[config.mk]
export PLATFORM = sky130hd
export DESIGN_NAME = id_ex_latch_dumper_flat
export DESIGN_NICKNAME = d
export VERILOG_FILES = /design/src/rtl/id_ex_latch_dumper_pkg.sv /design/src/rtl/id_ex_latch_dumper_if.sv /design/src/rtl/id_ex_latch_dumper.sv /design/src/flat_wrapper.sv
export SDC_FILE = /design/constraint.sdc
export NUM_CORES = 1
export LEC_CHECK = 0
export ABC_AREA = 0
export CORE_ASPECT_RATIO = 1.5
export CORE_MARGIN = 2
export CORE_UTILIZATION = 50
export DETAILED_ROUTE_END_ITERATION = 7
export PLACE_DENSITY = 0.79
export SLEW_MARGIN = 20
export SYNTH_ARGS = -nofsm -noshare
export SYNTH_HDL_FRONTEND = slang
export SYNTH_SLANG_ARGS = --single-unit
[constraint.sdc]
create_clock -name i_clk -period 4.15 [get_ports i_clk]
set_input_delay 0.83 -clock i_clk [delete_from_list [all_inputs] [get_ports i_clk]]
set_output_delay 0.83 -clock i_clk [all_outputs]
set_load 0.1 [all_outputs]
[src/rtl/id_ex_latch_dumper_pkg.sv]
// Shared debug-dump definitions: frame geometry, ctrl64 field map and dumper FSM states.
// The host-side decoder and the other pipeline-latch dumpers rely on the same constants.
package id_ex_latch_dumper_pkg;

    localparam int BYTE_W    = 8;
    localparam int CTRL_BITS = 64;

    localparam int REG_IDX_W = 5;
    localparam int OFFS_W    = 26;
    localparam int FLAGS_W   = 23;

    localparam int RD_MSB    = 63;
    localparam int RT_MSB    = 58;
    localparam int RS_MSB    = 53;
    localparam int OFFS_MSB  = 48;
    localparam int FLAGS_MSB = 22;

    typedef enum logic [1:0] {
        IDLE = 2'd0,
        SEND = 2'd1,
        DONE = 2'd2
    } dump_state_e;

    function automatic int frame_bits(input int nbits);
        return 4 * nbits + CTRL_BITS;
    endfunction

    function automatic int frame_bytes(input int nbits);
        return frame_bits(nbits) / BYTE_W;
    endfunction

    // Places each ctrl64 field at its published offset so the decoder map stays authoritative.
    function automatic logic [CTRL_BITS-1:0] pack_ctrl64(
        input logic [REG_IDX_W-1:0] rd,
        input logic [REG_IDX_W-1:0] rt,
        input logic [REG_IDX_W-1:0] rs,
        input logic [OFFS_W-1:0]    offs,
        input logic [FLAGS_W-1:0]   flags
    );
        logic [CTRL_BITS-1:0] c;
        c = {CTRL_BITS{1'b0}};
        c[RD_MSB    -: REG_IDX_W] = rd;
        c[RT_MSB    -: REG_IDX_W] = rt;
        c[RS_MSB    -: REG_IDX_W] = rs;
        c[OFFS_MSB  -: OFFS_W]    = offs;
        c[FLAGS_MSB -: FLAGS_W]   = flags;
        return c;
    endfunction

endpackage

[src/rtl/id_ex_latch_dumper_if.sv]
// Byte-wide valid/ready link from a latch dumper to the debug UART transmitter.
interface id_ex_latch_dumper_if;
    import id_ex_latch_dumper_pkg::*;

    logic [BYTE_W-1:0] tx_data;
    logic              tx_valid;
    logic              tx_ready;

    modport master (
        output tx_data,
        output tx_valid,
        input  tx_ready
    );

    modport slave (
        input  tx_data,
        input  tx_valid,
        output tx_ready
    );

endinterface

[src/rtl/id_ex_latch_dumper.sv]
// Snapshots the ID/EX latch on a debug start pulse and streams it MSB-first as bytes.
// Read-only with respect to the pipeline.
module id_ex_latch_dumper
    import id_ex_latch_dumper_pkg::*;
#(
    parameter int NBITS = 32
) (
    input  logic                 i_clk,
    input  logic                 i_rst,
    input  logic                 i_start,

    input  logic [NBITS-1:0]     i_pc,
    input  logic [NBITS-1:0]     i_ALU_src_A,
    input  logic [NBITS-1:0]     i_ALU_src_B,
    input  logic [NBITS-1:0]     i_AGU_src_addr,

    input  logic [REG_IDX_W-1:0] i_rd,
    input  logic [REG_IDX_W-1:0] i_rt,
    input  logic [REG_IDX_W-1:0] i_rs,
    input  logic [OFFS_W-1:0]    i_addr_offset,

    input  logic                 i_flg_equal,
    input  logic                 i_flg_unsign,
    input  logic                 i_flg_branch,
    input  logic                 i_flg_jump,
    input  logic                 i_flg_reg_wr_en,
    input  logic                 i_flg_mem_wr_en,
    input  logic                 i_flg_wb_src,
    input  logic                 i_flg_ALU_src_B,
    input  logic                 i_flg_mem_op,
    input  logic                 i_flg_halt,
    input  logic [1:0]           i_flg_mem_size,
    input  logic [1:0]           i_ALU_dst,
    input  logic [1:0]           i_flg_ALU_src_A,
    input  logic [3:0]           i_ALU_opcode,
    input  logic [2:0]           i_AGU_opcode,

    id_ex_latch_dumper_if.master tx,

    output logic                 o_busy,
    output logic                 o_done
);

    localparam int FRAME_BITS  = frame_bits(NBITS);
    localparam int FRAME_BYTES = frame_bytes(NBITS);
    localparam int CNT_W       = $clog2(FRAME_BYTES);

    localparam logic [CNT_W-1:0] LAST_IDX = CNT_W'(FRAME_BYTES - 1);

    dump_state_e             state_q, state_d;
    logic [FRAME_BITS-1:0]   shreg_q, shreg_d;
    logic [CNT_W-1:0]        cnt_q, cnt_d;
    logic                    valid_q, valid_d;
    logic                    busy_q, busy_d;
    logic                    done_q, done_d;

    logic [FLAGS_W-1:0]      flags_s;
    logic [CTRL_BITS-1:0]    ctrl_s;
    logic [FRAME_BITS-1:0]   frame_s;
    logic                    xfer_s;

    // Low 23 bits of ctrl64, halt ending up at bit 0.
    assign flags_s = {i_flg_equal, i_flg_mem_size, i_flg_unsign, i_ALU_dst,
                      i_ALU_opcode, i_AGU_opcode, i_flg_branch, i_flg_jump,
                      i_flg_reg_wr_en, i_flg_mem_wr_en, i_flg_wb_src,
                      i_flg_ALU_src_A, i_flg_ALU_src_B, i_flg_mem_op, i_flg_halt};

    assign ctrl_s  = pack_ctrl64(i_rd, i_rt, i_rs, i_addr_offset, flags_s);
    assign frame_s = {i_pc, i_ALU_src_A, i_ALU_src_B, i_AGU_src_addr, ctrl_s};

    assign xfer_s  = valid_q & tx.tx_ready;

    // Next-state, shift and count decode for the dump sequencer.
    always_comb begin
        state_d = state_q;
        shreg_d = shreg_q;
        cnt_d   = cnt_q;

        case (state_q)
            IDLE: begin
                if (i_start) begin
                    shreg_d = frame_s;
                    cnt_d   = {CNT_W{1'b0}};
                    state_d = SEND;
                end else begin
                    state_d = IDLE;
                end
            end
            SEND: begin
                if (xfer_s) begin
                    shreg_d = {shreg_q[FRAME_BITS-BYTE_W-1:0], {BYTE_W{1'b0}}};
                    cnt_d   = cnt_q + CNT_W'(1);
                    if (cnt_q == LAST_IDX) begin
                        state_d = DONE;
                    end else begin
                        state_d = SEND;
                    end
                end else begin
                    state_d = SEND;
                end
            end
            DONE: begin
                state_d = IDLE;
            end
            default: begin
                state_d = IDLE;
            end
        endcase
    end

    // Status outputs follow the upcoming state so they leave the block registered.
    always_comb begin
        valid_d = 1'b0;
        busy_d  = 1'b0;
        done_d  = 1'b0;

        case (state_d)
            IDLE: begin
                valid_d = 1'b0;
                busy_d  = 1'b0;
                done_d  = 1'b0;
            end
            SEND: begin
                valid_d = 1'b1;
                busy_d  = 1'b1;
                done_d  = 1'b0;
            end
            DONE: begin
                valid_d = 1'b0;
                busy_d  = 1'b1;
                done_d  = 1'b1;
            end
            default: begin
                valid_d = 1'b0;
                busy_d  = 1'b0;
                done_d  = 1'b0;
            end
        endcase
    end

    // State and datapath registers; reset aborts any frame in flight.
    always_ff @(posedge i_clk) begin
        if (i_rst) begin
            state_q <= IDLE;
            shreg_q <= {FRAME_BITS{1'b0}};
            cnt_q   <= {CNT_W{1'b0}};
            valid_q <= 1'b0;
            busy_q  <= 1'b0;
            done_q  <= 1'b0;
        end else begin
            state_q <= state_d;
            shreg_q <= shreg_d;
            cnt_q   <= cnt_d;
            valid_q <= valid_d;
            busy_q  <= busy_d;
            done_q  <= done_d;
        end
    end

    assign tx.tx_data  = shreg_q[FRAME_BITS-1 -: BYTE_W];
    assign tx.tx_valid = valid_q;
    assign o_busy      = busy_q;
    assign o_done      = done_q;

endmodule

[src/flat_wrapper.sv]
// flat-port wrapper written by rule: the top's interface ports become plain ports
module id_ex_latch_dumper_flat import id_ex_latch_dumper_pkg::*;
#(
    parameter int NBITS = 32
)
  (i_clk, i_rst, i_start, i_pc, i_ALU_src_A, i_ALU_src_B, i_AGU_src_addr, i_rd, i_rt, i_rs, i_addr_offset, i_flg_equal, i_flg_unsign, i_flg_branch, i_flg_jump, i_flg_reg_wr_en, i_flg_mem_wr_en, i_flg_wb_src, i_flg_ALU_src_B, i_flg_mem_op, i_flg_halt, i_flg_mem_size, i_ALU_dst, i_flg_ALU_src_A, i_ALU_opcode, i_AGU_opcode, o_busy, o_done, tx_tx_data, tx_tx_valid, tx_tx_ready);
  id_ex_latch_dumper_if tx_i ();
  input  logic i_clk;
  input  logic i_rst;
  input  logic i_start;
  input  logic [NBITS-1:0] i_pc;
  input  logic [NBITS-1:0] i_ALU_src_A;
  input  logic [NBITS-1:0] i_ALU_src_B;
  input  logic [NBITS-1:0] i_AGU_src_addr;
  input  logic [REG_IDX_W-1:0] i_rd;
  input  logic [REG_IDX_W-1:0] i_rt;
  input  logic [REG_IDX_W-1:0] i_rs;
  input  logic [OFFS_W-1:0] i_addr_offset;
  input  logic i_flg_equal;
  input  logic i_flg_unsign;
  input  logic i_flg_branch;
  input  logic i_flg_jump;
  input  logic i_flg_reg_wr_en;
  input  logic i_flg_mem_wr_en;
  input  logic i_flg_wb_src;
  input  logic i_flg_ALU_src_B;
  input  logic i_flg_mem_op;
  input  logic i_flg_halt;
  input  logic [1:0] i_flg_mem_size;
  input  logic [1:0] i_ALU_dst;
  input  logic [1:0] i_flg_ALU_src_A;
  input  logic [3:0] i_ALU_opcode;
  input  logic [2:0] i_AGU_opcode;
  output logic o_busy;
  output logic o_done;
  output wire logic [$bits(tx_i.tx_data)-1:0] tx_tx_data;
  output wire logic [$bits(tx_i.tx_valid)-1:0] tx_tx_valid;
  input wire logic [$bits(tx_i.tx_ready)-1:0] tx_tx_ready;
  assign tx_tx_data = tx_i.tx_data;
  assign tx_tx_valid = tx_i.tx_valid;
  assign tx_i.tx_ready = tx_tx_ready;
  id_ex_latch_dumper #(.NBITS(NBITS)) u_core (.i_clk(i_clk), .i_rst(i_rst), .i_start(i_start), .i_pc(i_pc), .i_ALU_src_A(i_ALU_src_A), .i_ALU_src_B(i_ALU_src_B), .i_AGU_src_addr(i_AGU_src_addr), .i_rd(i_rd), .i_rt(i_rt), .i_rs(i_rs), .i_addr_offset(i_addr_offset), .i_flg_equal(i_flg_equal), .i_flg_unsign(i_flg_unsign), .i_flg_branch(i_flg_branch), .i_flg_jump(i_flg_jump), .i_flg_reg_wr_en(i_flg_reg_wr_en), .i_flg_mem_wr_en(i_flg_mem_wr_en), .i_flg_wb_src(i_flg_wb_src), .i_flg_ALU_src_B(i_flg_ALU_src_B), .i_flg_mem_op(i_flg_mem_op), .i_flg_halt(i_flg_halt), .i_flg_mem_size(i_flg_mem_size), .i_ALU_dst(i_ALU_dst), .i_flg_ALU_src_A(i_flg_ALU_src_A), .i_ALU_opcode(i_ALU_opcode), .i_AGU_opcode(i_AGU_opcode), .tx(tx_i), .o_busy(o_busy), .o_done(o_done));
endmodule
==> results.toml, run 1 <==
[timing]
worst_pin_slew_ns = 1.104
relSlewSlack_pct = 26.39
fin_worst_skew_ns = 0.008094
setup_viol = 0
finalCritPeriodShare_pct = 69.88
tns_ns = 0
max_freq_mhz = 344.8
fin_crit_ns = 2.900
final_max_slew_viol_count = 0
grt_setup_unrepaired = "false"
hold_viol = 0
hold_ws_ns = 0.4722

[pwr]
p_leak_nw = 4.117
intPower_mw = 3.620
combPwrFrac_pct = 19.3
p_clk_share_pct = 35.4
switching_share_pct = 26.73
switching_power_mw = 1.321
ir_worst_vdd_mv = 0.2768
p_seq_share_pct = 45.3
power.density_mw_per_mm2 = 419.1

[logic_synthesis]
synth-edff-count = 0
yosys_register_bits = 202
syn_area_per_cell_um2 = 9.955
syn_inst = 937
yosys_warnings = 0
netlist_area_mm2 = 0.009328
synth_top_area_share_pct = 43.35
yosys_most_used_dff = "dfxtp_1"
ys_seq_area_share_pct = 43.35
synthTopCellsByArea = "dfxtp_1 43%, mux2i_1 20%, a211oi_1 15%"
synth_async_sr_flop_share_pct = 0
syn_nets = 1136
ys_types = 29
synth_top_area_cell = "dfxtp_1"

[critical_path]
critPathKind = "reg2out"
slowest_stage = "clkdlybuf4s50_1"
path_cells = "clkdlybuf4s50_1"
endpoint_kind = "output port"
critPathBufInv = 1
r2r_slack_ns = 1.48
worst-path-stages = 1
cpLargestDelayFamily = "buffers and inverters"
crit_start = "u_core.tx.tx_valid$_SDFF_PP0_"
critical_path_arrival_ns = 2.07
start_kind = "flip-flop"
critPathCapture = "tx_tx_valid"
ff2ff_path_depth = 4
regToRegStartpoint = "u_core.state_q[0]$_SDFF_PP0_"
worst-path-max-fanout = 4
cp_slowest_stage_delay_ns = 1.17
r2r-end = "u_core.shreg_q[102]$_SDFFE_PP0P_"
required_ns = 3.32

[global_routing]
grt_max_degree = 144
grt_first_pass_wirelength_um = 37290
grt_pass1_vias = 7411
grt.total_usage_pct = 22.82
grt_antenna_before_repair = 0
grt.overflow.total = 0

[drt]
wl_um = 23490
drt-initial-drc-count = 661
dr.pass1.iters = 5
drc = 0
via_per_inst = 5.789
vias = 7682
wl_per_cell_um = 17.70
antenna_left = 0

[floorplan]
fp.dieH_um = 171.3
dieArea_mm2 = 0.01979
die_w_um = 115.5
rows = 61
start_util_pct = 50.71
pin_count = 207
core_area_mm2 = 0.01839

[run]
drv_cap = 0

[clocking]
cts_buffer_depth = 3
post_cts_buffers = 0
path_clk_slew_ns = 0.06
cts_max_level = 1
cts_sinks = 202
root_buffer = "clkbuf_16"
clk_latency_ns = 0.49
cts_tree = "yes"
cts_resized = 0
cts_hold_buffers = 0
cts_buffers = 20

[finish]
nets = 1259
drive_above_1_share_pct = 4.376
area_growth_syn_to_layout_pct = 26.40

[outcome]
outcome = "completed"

[place]
place.gp.congestion = 0.7783
port_buffers = 206
dp_hpwl_um = 14490

[min_path]
min-delay-start = "u_core.shreg_q[4]$_SDFFE_PP0P_"
worstHoldPathType = "reg2reg"
-- cell type report --
type / count / area [um2]
Sequential cell: 202 / 4048
Clock inverter: 4 / 20.02
Fill cell: 1509 / 6604
Clock buffer: 32 / 616.8
Inverter: 3 / 11.26
Timing Repair Buffer: 218 / 2228
Antenna cell: 1 / 2.502
Multi-Input combinational cell: 615 / 4548
Tap cell: 252 / 315.3
-- power by group through the flow --
stage	Clock (mW)	Sequential [mW]	Combinational, mW
CTS	1.79	2.24	0.955
global placement	0	2.27	0.935
finish	1.75	2.24	0.953
detailed placement	0	2.28	0.950
floorplan	0	2.25	0.688
global route	1.87	2.26	1.04
-- synth_stat cells, drive strengths merged, types with 2 or more instances --
master,count
clkbuf,22
nor3,185
nand3,13
nand2,13
dfxtp,202
inv,3
buf,95
mux2i,187
nor2,2
a211oi,184
ha,3
nand2b,2
nor2b,2
or3,3
a21oi,11
-- layer usage --
metal	global-route usage, %	routed length [um]	vias up
met5	0	0	-
met4	7.910	637	0
met3	3.383	1305	42
met2	36.89	11230	249
met1	30.96	10320	3594
li1	-	-	3797
-- cell usage in the layout (no fill, tap or decap), types with 3 or more instances in the layout --
| master | instances |
|---|---|
| dfxtp_1 | 201 |
| clkbuf_16 | 21 |
| buf_12 | 6 |
| a21oi_1 | 11 |
| a211oi_1 | 184 |
| nor3_1 | 185 |
| clkbuf_8 | 5 |
| inv_1 | 3 |
| nand3_1 | 13 |
| buf_4 | 6 |
| clkdlybuf4s50_1 | 205 |
| clkbuf_1 | 6 |
| or3_1 | 3 |
| mux2i_1 | 187 |
| nand2_1 | 12 |
| ha_1 | 3 |
| clkinv_2 | 4 |
-- kinds of logic after synthesis --
| kind of cell | Yosys count | share of synthesized area, % |
|---|---|---|
| and+or+nand+nor | 226 | 12.35 |
| DFF | 202 | 43.35 |
| AOI/OAI and AO/OA | 198 | 15.64 |
| muxes | 187 | 20.07 |
| buffers and inverters | 120 | 8.089 |
| adders and majority gates | 3 | 0.4025 |
| xor gates and xnor gates | 1 | 0.09391 |
-- worst min path at each step --
stage	endpoint	cells past startpoint	slack (ns)
finish	u_core.shreg_q[4]$_SDFFE_PP0P_	2	0.47
global route	u_core.shreg_q[5]$_SDFFE_PP0P_	2	0.51
CTS	u_core.shreg_q[4]$_SDFFE_PP0P_	2	0.47
detailed placement	u_core.shreg_q[4]$_SDFFE_PP0P_	2	0.47
global placement	u_core.shreg_q[4]$_SDFFE_PP0P_	2	0.46
floorplan	u_core.shreg_q[0]$_SDFFE_PP0P_	2	0.45
-- per-stage QoR --
step	total power, mW	utilization, %	instance area [um2]	setup slack [ns]	std cells
floorplan	2.935	-	9328	2.065	937
detailed placement	3.231	60.62	11150	0.9494	1290
CTS	4.983	64.08	11790	1.236	1326
global route	5.167	64.08	11790	1.204	1326
finish	4.941	64.10	11790	1.250	1327
global placement	3.210	60.62	11150	1.011	1290
-- registers in the layout, summed over array words and instances, names as in the netlist --
signal              cells
u_core.o_done           1
u_core.state_q          2
u_core.o_busy           1
u_core.cnt_q            5
u_core.shreg_q        192
u_core.tx.tx_valid      1
(Power assumes the default switching activity.)
==> run 2, diff against run 1 <==
==> constraint.sdc (replaced) <==
create_clock -name i_clk -period 3 [get_ports i_clk]
set_input_delay 0.6 -clock i_clk [delete_from_list [all_inputs] [get_ports i_clk]]
set_output_delay 0.6 -clock i_clk [all_outputs]
set_load 0.1 [all_outputs]
==> run 2 against run 1 <==
  * First-iteration DRC count fell by 4.7%
  * Clock power rose by 37%
  * Die area did not move
  * Largest power group unchanged
  * Critical endpoint is now u_core.shreg_q[179]$_SDFFE_PP0P_
  * Largest cell class unchanged
  * Cell area rose by 0.58%
  * Final cell count rose by 0.30%
==> results.toml, run 2 (synthesized netlist as in run 1, its figures left out) <==
[clocking]
clk_latency_ns = 0.48
path_clk_slew_ns = 0.06
cts_tree = "yes"
cts_resized = 0
cts_sinks = 202
cts_max_level = 1
cts_hold_buffers = 0
root_buffer = "clkbuf_16"
cts_buffer_depth = 3
cts_buffers = 20
post_cts_buffers = 0

[critical_path]
slowest_stage = "buf_12"
critPathKind = "reg2reg"
start_kind = "flip-flop"
cp_slowest_stage_delay_ns = 0.61
required_ns = 3.39
path_cells = "buf_12, mux2i_1, a211oi_1"
critPathBufInv = 1
regToRegStartpoint = "u_core.state_q[0]$_SDFF_PP0_"
worst-path-max-fanout = 143
critical_path_arrival_ns = 2.40
r2r_slack_ns = 1.0
crit_start = "u_core.state_q[0]$_SDFF_PP0_"
endpoint_kind = "flip-flop"
cpLargestDelayFamily = "buffers and inverters"

[timing]
tns_ns = 0
max_freq_mhz = 499.4
final_max_slew_viol_count = 0
relSlewSlack_pct = 25.08
finalCritPeriodShare_pct = 66.75
fin_crit_ns = 2.002
hold_ws_ns = 0.4782
setup_viol = 0
worst_pin_slew_ns = 1.124
fin_worst_skew_ns = 0.004593
grt_setup_unrepaired = "false"
hold_viol = 0

[floorplan]
start_util_pct = 50.71
fp.dieH_um = 171.3
dieArea_mm2 = 0.01979
pin_count = 207
core_area_mm2 = 0.01839
rows = 61
die_w_um = 115.5

[finish]
nets = 1265
final_cell_mix = "201 x dfxtp_1, 194 x clkdlybuf4s50_1, 187 x mux2i_1"
drive_above_1_share_pct = 5.561
top_register = "u_core.shreg_q"
reg_top3 = "u_core.shreg_q: 192 flops, u_core.cnt_q: 5 flops, u_core.state_q: 2 flops"
finish.utilization_pct = 64.47
largest_reg_flops = 192
final_common_cell = "dfxtp_1"
fillers = 1532
area_growth_syn_to_layout_pct = 27.14
diodes = 0
stdcell_area_mm2 = 0.01186

[place]
place.gp.congestion = 0.8102
place_area_mm2 = 0.01123
port_buffers = 206
dp_hpwl_um = 14610

[pwr]
intPower_mw = 5.028
power.density_mw_per_mm2 = 576.7
p_seq_share_pct = 45.1
switching_power_mw = 1.811
p_clk_share_pct = 35.2
combPwrFrac_pct = 19.7
p_leak_nw = 4.172
ir_worst_vdd_mv = 0.4260
power_mw = 6.839
switching_share_pct = 26.48

[global_routing]
grt_pass1_vias = 7317
grt.total_usage_pct = 22.78
grt_max_degree = 144
grt_first_pass_wirelength_um = 37080
top_usage_layer = "met2"
grt_use_met3_pct = 3.559
grt.overflow.total = 0
grt_util_met2_pct = 37.53
grt_antenna_before_repair = 0
use_met1_pct = 30.75

[outcome]
outcome = "completed"

[min_path]
min-delay-start = "u_core.shreg_q[7]$_SDFFE_PP0P_"
worstHoldPathType = "reg2reg"

[drt]
drc = 0
vias = 7683
wl_um = 23270
wl_per_cell_um = 17.48
dr.pass1.iters = 4
via_per_inst = 5.772
drt-initial-drc-count = 630
antenna_left = 0

[run]
drv_cap = 0
[run 2: through the flow]
step,std cells,setup slack [ns]
finish,1331,0.9976
CTS,1331,1.008
global route,1331,0.8815
detailed placement,1296,0.5433
global placement,1296,0.5782
floorplan,937,0.9400
[run 2: area by class of cell]
class                      count  area [um2]  share of cell area, %
multi-input combinational    615        4548                  38.35
sequential                   202        4048                  34.13
timing repair buffer         224        2308                  19.47
clock buffer                  35       628.1                  5.296
tap                          252       315.3                  2.659
inverter                       3       11.26                0.09496
[run 2: worst paths after layout]
path                            cells after the start                                to
worst max-delay path                                3  u_core.shreg_q[179]$_SDFFE_PP0P_
worst min-delay path                                2    u_core.shreg_q[7]$_SDFFE_PP0P_
worst max register to register                      3  u_core.shreg_q[179]$_SDFFE_PP0P_
worst min register to register                      2    u_core.shreg_q[7]$_SDFFE_PP0P_
[run 2: worst min-delay path, stage by stage, from the launching register on]
cell and delay, ns:
dfxtp_1 0.31, nand3_1 0.06, a21oi_1 0.06
[run 2: power by group through the flow]
stage	combinational (mW)	clock [mW]	sequential, mW
2_1_floorplan	0.952	0	3.11
3_3_place_gp	1.32	0	3.13
3_5_place_dp	1.35	0	3.14
4_1_cts	1.36	2.46	3.08
5_1_grt	1.46	2.57	3.11
6_report	1.35	2.40	3.08
[run 2: routing by layer]
metal / routed length (um) / vias up
met3: 1324 / 35
met5: 0 / -
li1: - / 3794
met2: 11380 / 232
met1: 9994 / 3622
met4: 564 / 0
